===== src/rtl/shift_arbiter_if.sv =====
// Request/result bundle for shift_arbiter: two shift requesters and one result port.
// slave  : the arbiter side (consumes requests, produces results).
// master : the client/consumer side (drives requests and res_ready).
interface shift_arbiter_if;
  logic        req0_valid;
  logic        req0_ready;
  logic [31:0] req0_data;
  logic [4:0]  req0_shift;
  logic        req0_right;
  logic        req0_arith;

  logic        req1_valid;
  logic        req1_ready;
  logic [31:0] req1_data;
  logic [4:0]  req1_shift;
  logic        req1_right;
  logic        req1_arith;

  logic        res_valid;
  logic        res_ready;
  logic [31:0] res_data;
  logic        res_id;

  modport slave (
    input  req0_valid, req0_data, req0_shift, req0_right, req0_arith,
    input  req1_valid, req1_data, req1_shift, req1_right, req1_arith,
    input  res_ready,
    output req0_ready, req1_ready,
    output res_valid, res_data, res_id
  );

  modport master (
    output req0_valid, req0_data, req0_shift, req0_right, req0_arith,
    output req1_valid, req1_data, req1_shift, req1_right, req1_arith,
    output res_ready,
    input  req0_ready, req1_ready,
    input  res_valid, res_data, res_id
  );
endinterface


===== src/rtl/shift_arbiter.sv =====
// shift_arbiter: two-requester arbiter sharing one 32-bit barrel shifter,
// with a one-entry registered result buffer.
// Optional macro SHIFT_ARB_FIXED_PRIO_EN: requester 0 always wins contention
// (no last_grant state). Default build is round-robin.
module shift_arbiter (
  input  logic           clk,
  input  logic           rst,
  shift_arbiter_if.slave arb
);

  localparam int unsigned DATA_W  = 32;
  localparam int unsigned SHAMT_W = 5;

  localparam logic [0:0] ST_EMPTY = 1'b0;
  localparam logic [0:0] ST_FULL  = 1'b1;

  logic [0:0]        state_q, state_d;
  logic [DATA_W-1:0] res_data_q, res_data_d;
  logic              res_id_q, res_id_d;

  logic              can_accept;
  logic              grant0, grant1;
  logic              accept;
  logic              sel;

  logic [DATA_W-1:0]  sh_in, sh_out;
  logic [SHAMT_W-1:0] sh_amt;
  logic               sh_right, sh_arith;

`ifndef SHIFT_ARB_FIXED_PRIO_EN
  logic last_grant_q, last_grant_d;
`endif

  // Grant selection from the valids (and round-robin pointer when enabled)
  always_comb begin
    grant0 = 1'b0;
    grant1 = 1'b0;
`ifdef SHIFT_ARB_FIXED_PRIO_EN
    grant0 = arb.req0_valid;
    grant1 = arb.req1_valid & ~arb.req0_valid;
`else
    if (arb.req0_valid && arb.req1_valid) begin
      grant0 = last_grant_q;
      grant1 = ~last_grant_q;
    end else begin
      grant0 = arb.req0_valid;
      grant1 = arb.req1_valid;
    end
`endif
  end

  // Buffer can take a new result when empty or draining this cycle; never during reset
  assign can_accept     = ~rst & ((state_q == ST_EMPTY) | arb.res_ready);
  assign arb.req0_ready = can_accept & grant0;
  assign arb.req1_ready = can_accept & grant1;
  assign accept         = arb.req0_ready | arb.req1_ready;
  assign sel            = grant1;

  // Shared barrel shifter fed by the granted requester's payload
  always_comb begin
    sh_in    = sel ? arb.req1_data  : arb.req0_data;
    sh_amt   = sel ? arb.req1_shift : arb.req0_shift;
    sh_right = sel ? arb.req1_right : arb.req0_right;
    sh_arith = sel ? arb.req1_arith : arb.req0_arith;
    sh_out   = sh_in;
    if (!sh_right) begin
      sh_out = sh_in << sh_amt;
    end else if (sh_arith) begin
      sh_out = DATA_W'($unsigned($signed(sh_in) >>> sh_amt));
    end else begin
      sh_out = sh_in >> sh_amt;
    end
  end

  // Next-state logic for the result buffer and priority pointer
  always_comb begin
    state_d    = state_q;
    res_data_d = res_data_q;
    res_id_d   = res_id_q;
`ifndef SHIFT_ARB_FIXED_PRIO_EN
    last_grant_d = last_grant_q;
`endif
    case (state_q)
      ST_EMPTY: begin
        if (accept) begin
          state_d = ST_FULL;
        end
      end
      ST_FULL: begin
        if (accept) begin
          state_d = ST_FULL;
        end else if (arb.res_ready) begin
          state_d = ST_EMPTY;
        end
      end
      default: state_d = ST_EMPTY;
    endcase
    if (accept) begin
      res_data_d = sh_out;
      res_id_d   = sel;
`ifndef SHIFT_ARB_FIXED_PRIO_EN
      last_grant_d = sel;
`endif
    end
  end

  // State and result registers
  always_ff @(posedge clk or posedge rst) begin
    if (rst) begin
      state_q    <= ST_EMPTY;
      res_data_q <= '0;
      res_id_q   <= 1'b0;
`ifndef SHIFT_ARB_FIXED_PRIO_EN
      last_grant_q <= 1'b1;
`endif
    end else begin
      state_q    <= state_d;
      res_data_q <= res_data_d;
      res_id_q   <= res_id_d;
`ifndef SHIFT_ARB_FIXED_PRIO_EN
      last_grant_q <= last_grant_d;
`endif
    end
  end

  assign arb.res_valid = (state_q == ST_FULL);
  assign arb.res_data  = res_data_q;
  assign arb.res_id    = res_id_q;

endmodule

===== src/flat_wrapper.sv =====
// flat-port wrapper written by rule: the top's interface ports become plain ports
module shift_arbiter_flat 
  (clk, rst, arb_req0_valid, arb_req0_data, arb_req0_shift, arb_req0_right, arb_req0_arith, arb_req1_valid, arb_req1_data, arb_req1_shift, arb_req1_right, arb_req1_arith, arb_res_ready, arb_req0_ready, arb_req1_ready, arb_res_valid, arb_res_data, arb_res_id);
  shift_arbiter_if arb_i ();
  input  logic clk;
  input  logic rst;
  input wire logic [$bits(arb_i.req0_valid)-1:0] arb_req0_valid;
  input wire logic [$bits(arb_i.req0_data)-1:0] arb_req0_data;
  input wire logic [$bits(arb_i.req0_shift)-1:0] arb_req0_shift;
  input wire logic [$bits(arb_i.req0_right)-1:0] arb_req0_right;
  input wire logic [$bits(arb_i.req0_arith)-1:0] arb_req0_arith;
  input wire logic [$bits(arb_i.req1_valid)-1:0] arb_req1_valid;
  input wire logic [$bits(arb_i.req1_data)-1:0] arb_req1_data;
  input wire logic [$bits(arb_i.req1_shift)-1:0] arb_req1_shift;
  input wire logic [$bits(arb_i.req1_right)-1:0] arb_req1_right;
  input wire logic [$bits(arb_i.req1_arith)-1:0] arb_req1_arith;
  input wire logic [$bits(arb_i.res_ready)-1:0] arb_res_ready;
  output wire logic [$bits(arb_i.req0_ready)-1:0] arb_req0_ready;
  output wire logic [$bits(arb_i.req1_ready)-1:0] arb_req1_ready;
  output wire logic [$bits(arb_i.res_valid)-1:0] arb_res_valid;
  output wire logic [$bits(arb_i.res_data)-1:0] arb_res_data;
  output wire logic [$bits(arb_i.res_id)-1:0] arb_res_id;
  assign arb_i.req0_valid = arb_req0_valid;
  assign arb_i.req0_data = arb_req0_data;
  assign arb_i.req0_shift = arb_req0_shift;
  assign arb_i.req0_right = arb_req0_right;
  assign arb_i.req0_arith = arb_req0_arith;
  assign arb_i.req1_valid = arb_req1_valid;
  assign arb_i.req1_data = arb_req1_data;
  assign arb_i.req1_shift = arb_req1_shift;
  assign arb_i.req1_right = arb_req1_right;
  assign arb_i.req1_arith = arb_req1_arith;
  assign arb_i.res_ready = arb_res_ready;
  assign arb_req0_ready = arb_i.req0_ready;
  assign arb_req1_ready = arb_i.req1_ready;
  assign arb_res_valid = arb_i.res_valid;
  assign arb_res_data = arb_i.res_data;
  assign arb_res_id = arb_i.res_id;
  shift_arbiter u_core (.clk(clk), .rst(rst), .arb(arb_i));
endmodule

===== config.mk =====
export PLATFORM = sky130hd
export DESIGN_NAME = shift_arbiter_flat
export DESIGN_NICKNAME = d
export VERILOG_FILES = /design/src/rtl/shift_arbiter_if.sv /design/src/rtl/shift_arbiter.sv /design/src/flat_wrapper.sv
export SDC_FILE = /design/constraint.sdc
export NUM_CORES = 1
export LEC_CHECK = 0
export ABC_AREA = 1
export BUFFER_PORTS_ARGS = -buffer_cell sky130_fd_sc_hd__buf_2
export CAP_MARGIN = 10
export CELL_PAD_IN_SITES_DETAIL_PLACEMENT = 1
export CELL_PAD_IN_SITES_GLOBAL_PLACEMENT = 1
export CORE_MARGIN = 5
export CORE_UTILIZATION = 37
export CTS_CLUSTER_SIZE = 20
export DETAILED_ROUTE_END_ITERATION = 16
export GPL_ROUTABILITY_DRIVEN = 0
export PLACE_DENSITY_LB_ADDON = 0.1
export SLEW_MARGIN = 20
export SYNTH_ARGS = -nofsm -noshare
export SYNTH_HDL_FRONTEND = slang
export SYNTH_SLANG_ARGS = --single-unit
export TNS_END_PERCENT = 10

===== constraint.sdc =====
create_clock -name clk -period 2.45 [get_ports clk]
set_input_delay 0.3675 -clock clk [delete_from_list [all_inputs] [get_ports clk]]
set_output_delay 0.3675 -clock clk [all_outputs]
set_load 0.02 [all_outputs]

==> results of run 1 <==
[Yosys cell counts, drive strengths merged]
master,n,area (um^2)
a21oi,40,204
a31oi,3,18.8
clkbuf,21,78.8
nor2,78,320
nand2,456,1720
o21ai,36,210
buf,54,294
and2,2,12.5
nand4,7,43.8
o211ai,10,75.1
nor3,1,5.00
nand3,319,1600
inv,76,285
dfrtp,34,851
or2,2,12.5
nand3b,10,75.1
dfstp,1,26.3
o22ai,1,6.26
[cell type report]
class,count,share of cell area (%)
flip-flops and latches,35,11.2
inverters,76,3.81
clock inverters,3,0.191
well taps,216,3.44
repair buffers,198,20.4
multi-input cells,965,59.4
clock buffers,5,1.59
[registers in the layout, indices dropped and copies added (netlist names)]
register,flops
u_core.arb.res_valid,1
u_core.arb.res_id,1
u_core.last_grant_q,1
u_core.arb.res_data,32
[routing by layer]
layer | vias to the layer above | global-route usage [%] | wire length (um)
met5 | - | 0 | 0
met4 | 0 | 8.29 | 880
met3 | 48 | 4.16 | 1980
met2 | 341 | 49.7 | 14100
met1 | 4126 | 38.8 | 12300
li1 | 4034 | - | -
[critical path, stage by stage, from the launching register on]
cell and delay (ps):
dfstp_2 550, nand2_4 90, buf_6 140, nand3b_1 120, nand2_4 150, clkbuf_16 190
nand2_1 110, nand2_1 70, inv_1 70, nand2_1 70, nand3_1 120, nand3_1 150
nand3_1 130, nand3_1 140, nor2_1 120, nor2_1 50
[timing repair]
action	in CTS	in global routing
buffers inserted	0	11
cloned	0	10
setup endpoints to repair	2	32
pin swaps	0	21
resized for setup	3	117
[cell families (layout without fill, tap and decap cells)]
| logic type | after synthesis | after routing | synth area share [%] |
|---|---|---|---|
| DFF | 35 | 35 | 15.0 |
| AOI/OAI and AO/OA | 90 | 90 | 8.81 |
| buffers and inverters | 151 | 282 | 11.3 |
| and+or+nand+nor | 875 | 875 | 64.9 |
[stage by stage]
| step | setup TNS (ps) | std cells |
|---|---|---|
| 2_1_floorplan | 0 | 1151 |
| 3_3_place_gp | 0 | 1469 |
| 3_5_place_dp | 0 | 1469 |
| 4_1_cts | 0 | 1477 |
| 5_1_grt | -334 | 1498 |
| 6_report | 0 | 1498 |
[where the power goes]
group          switching (mW)  internal (mW)
Clock                   0.260          0.371
Sequential              0.154          0.825
Combinational            2.70           1.42
Total                    3.11           2.62
[final timing paths]
check / start / end / slack, ps / cells past startpoint
setup / recovery: u_core.last_grant_q / u_core.arb.res_data[30] / 60 / 15
hold reg to reg: u_core.arb.res_data[28] / u_core.arb.res_data[28] / 470 / 2
hold / removal: rst / u_core.arb.res_data[13] / 210 / 3
setup reg to reg: u_core.last_grant_q / u_core.arb.res_data[30] / 60 / 15
max in group asynchronous: rst / u_core.arb.res_data[12] / 1880 / 3
min in group clk: arb_res_ready / u_core.arb.res_valid / 280 / 2
[placed cells by master, fill, tap and decap left out, types with 13 or more instances in the layout]
master,netlist,routed
buf_4,7,47
nor2_1,73,66
inv_1,66,60
nand3_1,319,289
buf_12,0,19
dfrtp_1,34,34
buf_2,40,118
nand2_1,454,417
a21oi_1,39,34
nand2_2,1,34
o21ai_1,11,13
nand3_2,0,30
==> run summary, run 1 <==
================================================================================
Fillers ...........................................................        2,307
Number of DRC violations after detailed routing ...................            0
Setup skew after layout ...........................................      4.45 ps
Initial core utilization ..........................................        37.3%
Quantity of hold-fixing buffers added after cts ...................            0
H-tree depth ......................................................            2
Boundary Pins .....................................................          119
HPWL Detailed .....................................................      21.7 mm
Die W .............................................................       136 um
Number of antenna violations at the first check in global routing .            0
Count of input and output buffers .................................          118
Post-detailed-placement cell area ................................. 0.00701 mm^2
Data required time of the worst path ..............................      2630 ps
Register area .....................................................     877 um^2
Relative slew margins .............................................        65.7%
Maximum achievable frequency ......................................      419 MHz
Buffer levels on the longest clock path ...........................            2
Minimum hold slack ................................................       206 ps
Count of warnings emitted by yosys ................................            0
Critical setup path kind ..........................................      reg2reg
GRT Residual Overflow .............................................            0
Post-synthesis area per instance ..................................    5.07 um^2
Placement row count ...............................................           46
Multi-input gate area in the final layout ......................... 0.00467 mm^2
Die Ht ............................................................       136 um
Crit end category .................................................         flop
Final WS setup ....................................................      62.4 ps
Final instance area ............................................... 0.00785 mm^2
Overall via count from detail_route ...............................        8,549
Maximum number of pins on one net before global-route repair ......           61
Data arrival time of the critical path ............................      2560 ps
Count of mapped cells out of synthesis ............................        1,151
Final max-slew violation count ....................................            0
Register area share after synthesis ...............................        15.0%
Number of sinks handled by clock tree synthesis ...................           35
Wire per inst .....................................................      19.5 um
Unrepaired setup endpoints after global routing ...................         true
Aggregate global-route resource usage .............................        29.3%
Slew of the pin with the lowest slew margin .......................       514 ps
Number of distinct library cells after synthesis ..................           30
Layout overhead on the synthesized area ...........................        34.5%
TritonCTS clock tree ..............................................         done
Post-Synthesis Net Count ..........................................        1,234
Post-Route WL .....................................................      29.2 mm
Cts bufs inserted .................................................            5
Number of global-route vias before repair .........................        8,157
Global-route wire length before repair ............................      42.8 mm
Total power of the final layout ...................................      5.73 mW
Total of flip-flops plus latches after synthesis ..................           35
Total setup violations reported at the end of the flow ............            0
VDD IR max ........................................................     0.353 mV
Final hold violation count ........................................            0
Floorplan Core Area ...............................................  0.0157 mm^2
N_diodes ..........................................................            0
Antenna Nets Post-Route ...........................................            0
Post-layout util ..................................................        50.1%
Final critical-path required period ...............................      2390 ps
Max-capacitance violation count ...................................            0
Number of detailed-routing iterations run before antenna repair ...            5
Power per unit of standard cell area ..............................  730 mW/mm^2
Root Buffer .......................................................    clkbuf_16
Post-Place Setup Slack ............................................     0.813 ps
Element type at the critical path start ...........................         flop
Syn Std Cell Area ................................................. 0.00584 mm^2
Final-stage net count .............................................        1,364
Critical path peak fanout .........................................            7
Iteration-0 DRC count of the detailed router ......................          985
Floorplan die area ................................................  0.0184 mm^2
Final critical-path share of the clock period .....................        97.5%
Clock slew at reported path FFs ...................................        60 ps
Static power due to leakage .......................................      4.20 nW
Clk_lat worst skew ................................................       280 ps
Worst hold path type ..............................................     in2async
Avg Vias per Cell .................................................         5.71
Share of post-route cells with drive strength above 1 .............        25.5%
Run status ........................................................    completed
================================================================================
No activity file was read; power rests on OpenSTA's default activity.
==> run 2, diff against run 1 <==
--- a/config.mk
+++ b/config.mk
@@ -8,14 +8,11 @@
 export ABC_AREA = 1
 export BUFFER_PORTS_ARGS = -buffer_cell sky130_fd_sc_hd__buf_2
 export CAP_MARGIN = 10
-export CELL_PAD_IN_SITES_DETAIL_PLACEMENT = 1
-export CELL_PAD_IN_SITES_GLOBAL_PLACEMENT = 1
 export CORE_MARGIN = 5
-export CORE_UTILIZATION = 37
+export CORE_UTILIZATION = 42
 export CTS_CLUSTER_SIZE = 20
 export DETAILED_ROUTE_END_ITERATION = 16
-export GPL_ROUTABILITY_DRIVEN = 0
-export PLACE_DENSITY_LB_ADDON = 0.1
+export GPL_TIMING_DRIVEN = 0
 export SLEW_MARGIN = 20
 export SYNTH_ARGS = -nofsm -noshare
 export SYNTH_HDL_FRONTEND = slang
==> run summary, run 2 (same netlist as run 1, synthesis figures left out) <==
=====================================================================================
Worst path bufs/invs ...................................................            3   unchanged
Critical path peak fanout ..............................................           10   +3
Family of cells with the greatest summed delay on the critical path .... simple AND/OR/NAND/NOR gates
Placed Instances .......................................................        1,449   -1.4%
Number of global-route vias before repair ..............................        8,194   +0.45%
Layout overhead on the synthesized area ................................        26.9%
Metal3 WL ..............................................................      3.61 mm   +82%
H-tree depth ...........................................................            2   unchanged
Overall via count from detail_route ....................................        8,784   +2.7%
Unrepaired setup endpoints after global routing ........................         true
Post-Place Setup Slack .................................................      -801 ps   -801 ps
Endpoint of the lowest-slack register-to-register path ................. u_core.arb.res_data[29]
Clk_lat worst skew .....................................................       290 ps   about the same
Cts bufs inserted ......................................................            5   unchanged
Count of input and output buffers ......................................          118   unchanged
Source of the worst register-to-register timing path ................... u_core.last_grant_q
Max layer used .........................................................         met5
Worst hold path type ...................................................     in2async
Post-Route WL ..........................................................      30.0 mm   +2.6%
Cell mode on critical path .............................................      nand3_1
N_diodes ...............................................................            0   unchanged
Number of detailed-routing iterations run before antenna repair ........            6   +1
Boundary Pins ..........................................................          119   unchanged
Minimum hold slack .....................................................      17.0 ps   -189 ps
Post-layout util .......................................................        53.8%   +3.6 points
Static power due to leakage ............................................      4.03 nW   -4.0%
Quantity of hold-fixing buffers added after cts ........................            0   unchanged
Final critical-path share of the clock period ..........................        98.4%   +0.93 points
Wire per inst ..........................................................      20.4 um   +4.5%
Critical path's largest stage delay ....................................       550 ps   about the same
Critical setup path kind ...............................................      reg2reg
Floorplan Core Area ....................................................  0.0138 mm^2   -12%
Maximum number of pins on one net before global-route repair ...........           19   -69%
Number of antenna violations at the first check in global routing ......            0   unchanged
Cell chain of the critical path ........................................ nand2_4 -> nand2_4 -> buf_12 -> nand2_1 -> o21ai_2 -> buf_4 -> buf_2 -> nand3_1 -> nand3_1 -> nand3_1 -> nor2_1 -> nor2_1
Initial core utilization ...............................................        42.4%   +5.1 points
Final-stage net count ..................................................        1,373   +0.66%
TritonCTS clock tree ...................................................         done
Placer's final routability congestion estimate .........................         1.03
Global-route wire length before repair .................................      45.0 mm   +5.1%
Final max-slew violation count .........................................            0   unchanged
Iteration-0 DRC count of the detailed router ...........................        1,324   +34%
Run status .............................................................    completed
Total setup violations reported at the end of the flow .................            0   unchanged
Maximum achievable frequency ...........................................      415 MHz   -0.94%
Buffer levels on the longest clock path ................................            2   unchanged
Max FFs per register ...................................................           32   unchanged
Root Buffer ............................................................    clkbuf_16
Setup skew after layout ................................................      5.16 ps   +0.710 ps
Max-capacitance violation count ........................................            0   unchanged
Die Ht .................................................................       128 um   -5.7%
Crit end category ......................................................         flop
Most used cells in the layout excluding fill and tap cells ............. 410 x nand2_1, 296 x nand3_1, 137 x buf_2, 64 x nor2_1, 63 x inv_1
Final instance area .................................................... 0.00741 mm^2   -5.7%
HPWL Detailed ..........................................................      23.5 mm   +8.1%
Final hold violation count .............................................            0   unchanged
GRT Residual Overflow ..................................................            0   unchanged
Max stage delay cell, worst path .......................................      dfstp_2
Clock slew at reported path FFs ........................................        60 ps   about the same
Die W ..................................................................       128 um   -5.7%
Antenna Nets Post-Route ................................................            0   unchanged
Number of sinks handled by clock tree synthesis ........................           35   unchanged
Flop2flop setup slack ..................................................        40 ps   -20 ps
Depth of the worst register-to-register path ...........................           12   -3
Number of standard cells in the layout, taps in and fillers out ........        1,471   -1.8%
Placement row count ....................................................           43   -6.5%
Data required time of the worst path ...................................      2630 ps   about the same
Final WS setup .........................................................      39.7 ps   -22.8 ps
Power per unit of standard cell area ...................................  761 mW/mm^2   +4.2%
Fillers ................................................................        1,562   -32%
Share of post-route cells with drive strength above 1 ..................        25.3%   -0.26 points
Metal-1 WL .............................................................      12.0 mm   -1.7%
Avg Vias per Cell ......................................................         5.97   +4.6%
Met2 routed wirelength .................................................      13.1 mm   -7.1%
Number of DRC violations after detailed routing ........................            0   unchanged
Data arrival time of the critical path .................................      2590 ps   +30 ps
Floorplan die area .....................................................  0.0164 mm^2   -11%
VDD IR max .............................................................     0.416 mV   +18%
Most frequent standard cell in the layout excluding fill and tap cells .      nand2_1
Post-detailed-placement cell area ...................................... 0.00666 mm^2   -5.0%
Element type at the critical path start ................................         flop
Relative slew margins ..................................................        35.9%   -30 points
Slew of the pin with the lowest slew margin ............................       957 ps   +443 ps
Final critical-path required period ....................................      2410 ps   +22.8 ps
Aggregate global-route resource usage ..................................        35.5%   +6.2 points
=====================================================================================
==> run 2: cell types whose count changed in the layout (fill, tap and decap cells not counted), moves of 8 or more <==
| cell | before | now |
|---|---|---|
| buf_12 | 19 | 1 |
| buf_2 | 118 | 137 |
| buf_4 | 47 | 25 |
| clkbuf_2 | 0 | 15 |
| clkbuf_4 | 0 | 8 |
| nand2_2 | 34 | 43 |
==> run 2: layout make-up <==
| cell class | count | area (um^2) | share of cell area, % |
|---|---|---|---|
| Timing Repair inverter | 1 | 5.00 | 0.0676 |
| Buffer | 75 | 517 | 6.98 |
| Clock inverter | 3 | 43.8 | 0.591 |
| Sequential cell | 35 | 877 | 11.8 |
| Multi-Input combinational cell | 966 | 4640 | 62.6 |
| Inverter | 76 | 294 | 3.97 |
| Clock buffer | 5 | 125 | 1.69 |
| Timing Repair Buffer | 130 | 681 | 9.19 |
| Tap cell | 180 | 225 | 3.04 |
==> run 2: per-stage QoR <==
stage	TNS, ps	total power, mW
floorplan	0	3.29
global placement	-22140	4.47
detailed placement	-21860	4.47
CTS	-34.9	5.28
global route	-187	6.01
finish	0	5.63
==> run 2: how the worst max path moves through the flow <==
stage	cells after the start	endpoint	start	slack, ps
detailed placement	9	u_core.arb.res_data[23]	rst	-800
CTS	16	u_core.arb.res_data[6]	u_core.last_grant_q	-30
global route	16	u_core.arb.res_data[20]	u_core.last_grant_q	-60
global placement	9	u_core.arb.res_data[23]	rst	-790
finish	12	u_core.arb.res_data[29]	u_core.last_grant_q	40
floorplan	9	u_core.arb.res_data[16]	rst	80
==> run 2: worst register-to-register path, stage by stage, from the launching register on <==
cell and delay, ps:
dfstp_2 550, nand2_4 80, nand2_4 120, buf_12 150, nand2_1 70, o21ai_2 100, buf_4 230, buf_2 330
nand3_1 220, nand3_1 150, nand3_1 80, nor2_1 170, nor2_1 60
==> run 2: timing repair <==
item                       CTS  global route
gates cloned                 1             1
gates resized for setup     40           138
setup endpoints to repair   35            32
buffers inserted             2            10
pin swaps                    2            11
==> run 2: layer usage <==
metal,vias up,track usage [%]
met4,2,13.0
li1,4053,-
met3,104,9.38
met1,4002,48.3
met5,-,0
met2,623,53.9
==> run 2: power breakdown <==
group | leakage, nW | switching (mW) | total (mW) | internal [mW]
combinational | 3.54 | 2.72 | 3.93 | 1.21
clock | 0.0838 | 0.269 | 0.749 | 0.480
sequential | 0.409 | 0.129 | 0.953 | 0.825
total | 4.03 | 3.12 | 5.63 | 2.51
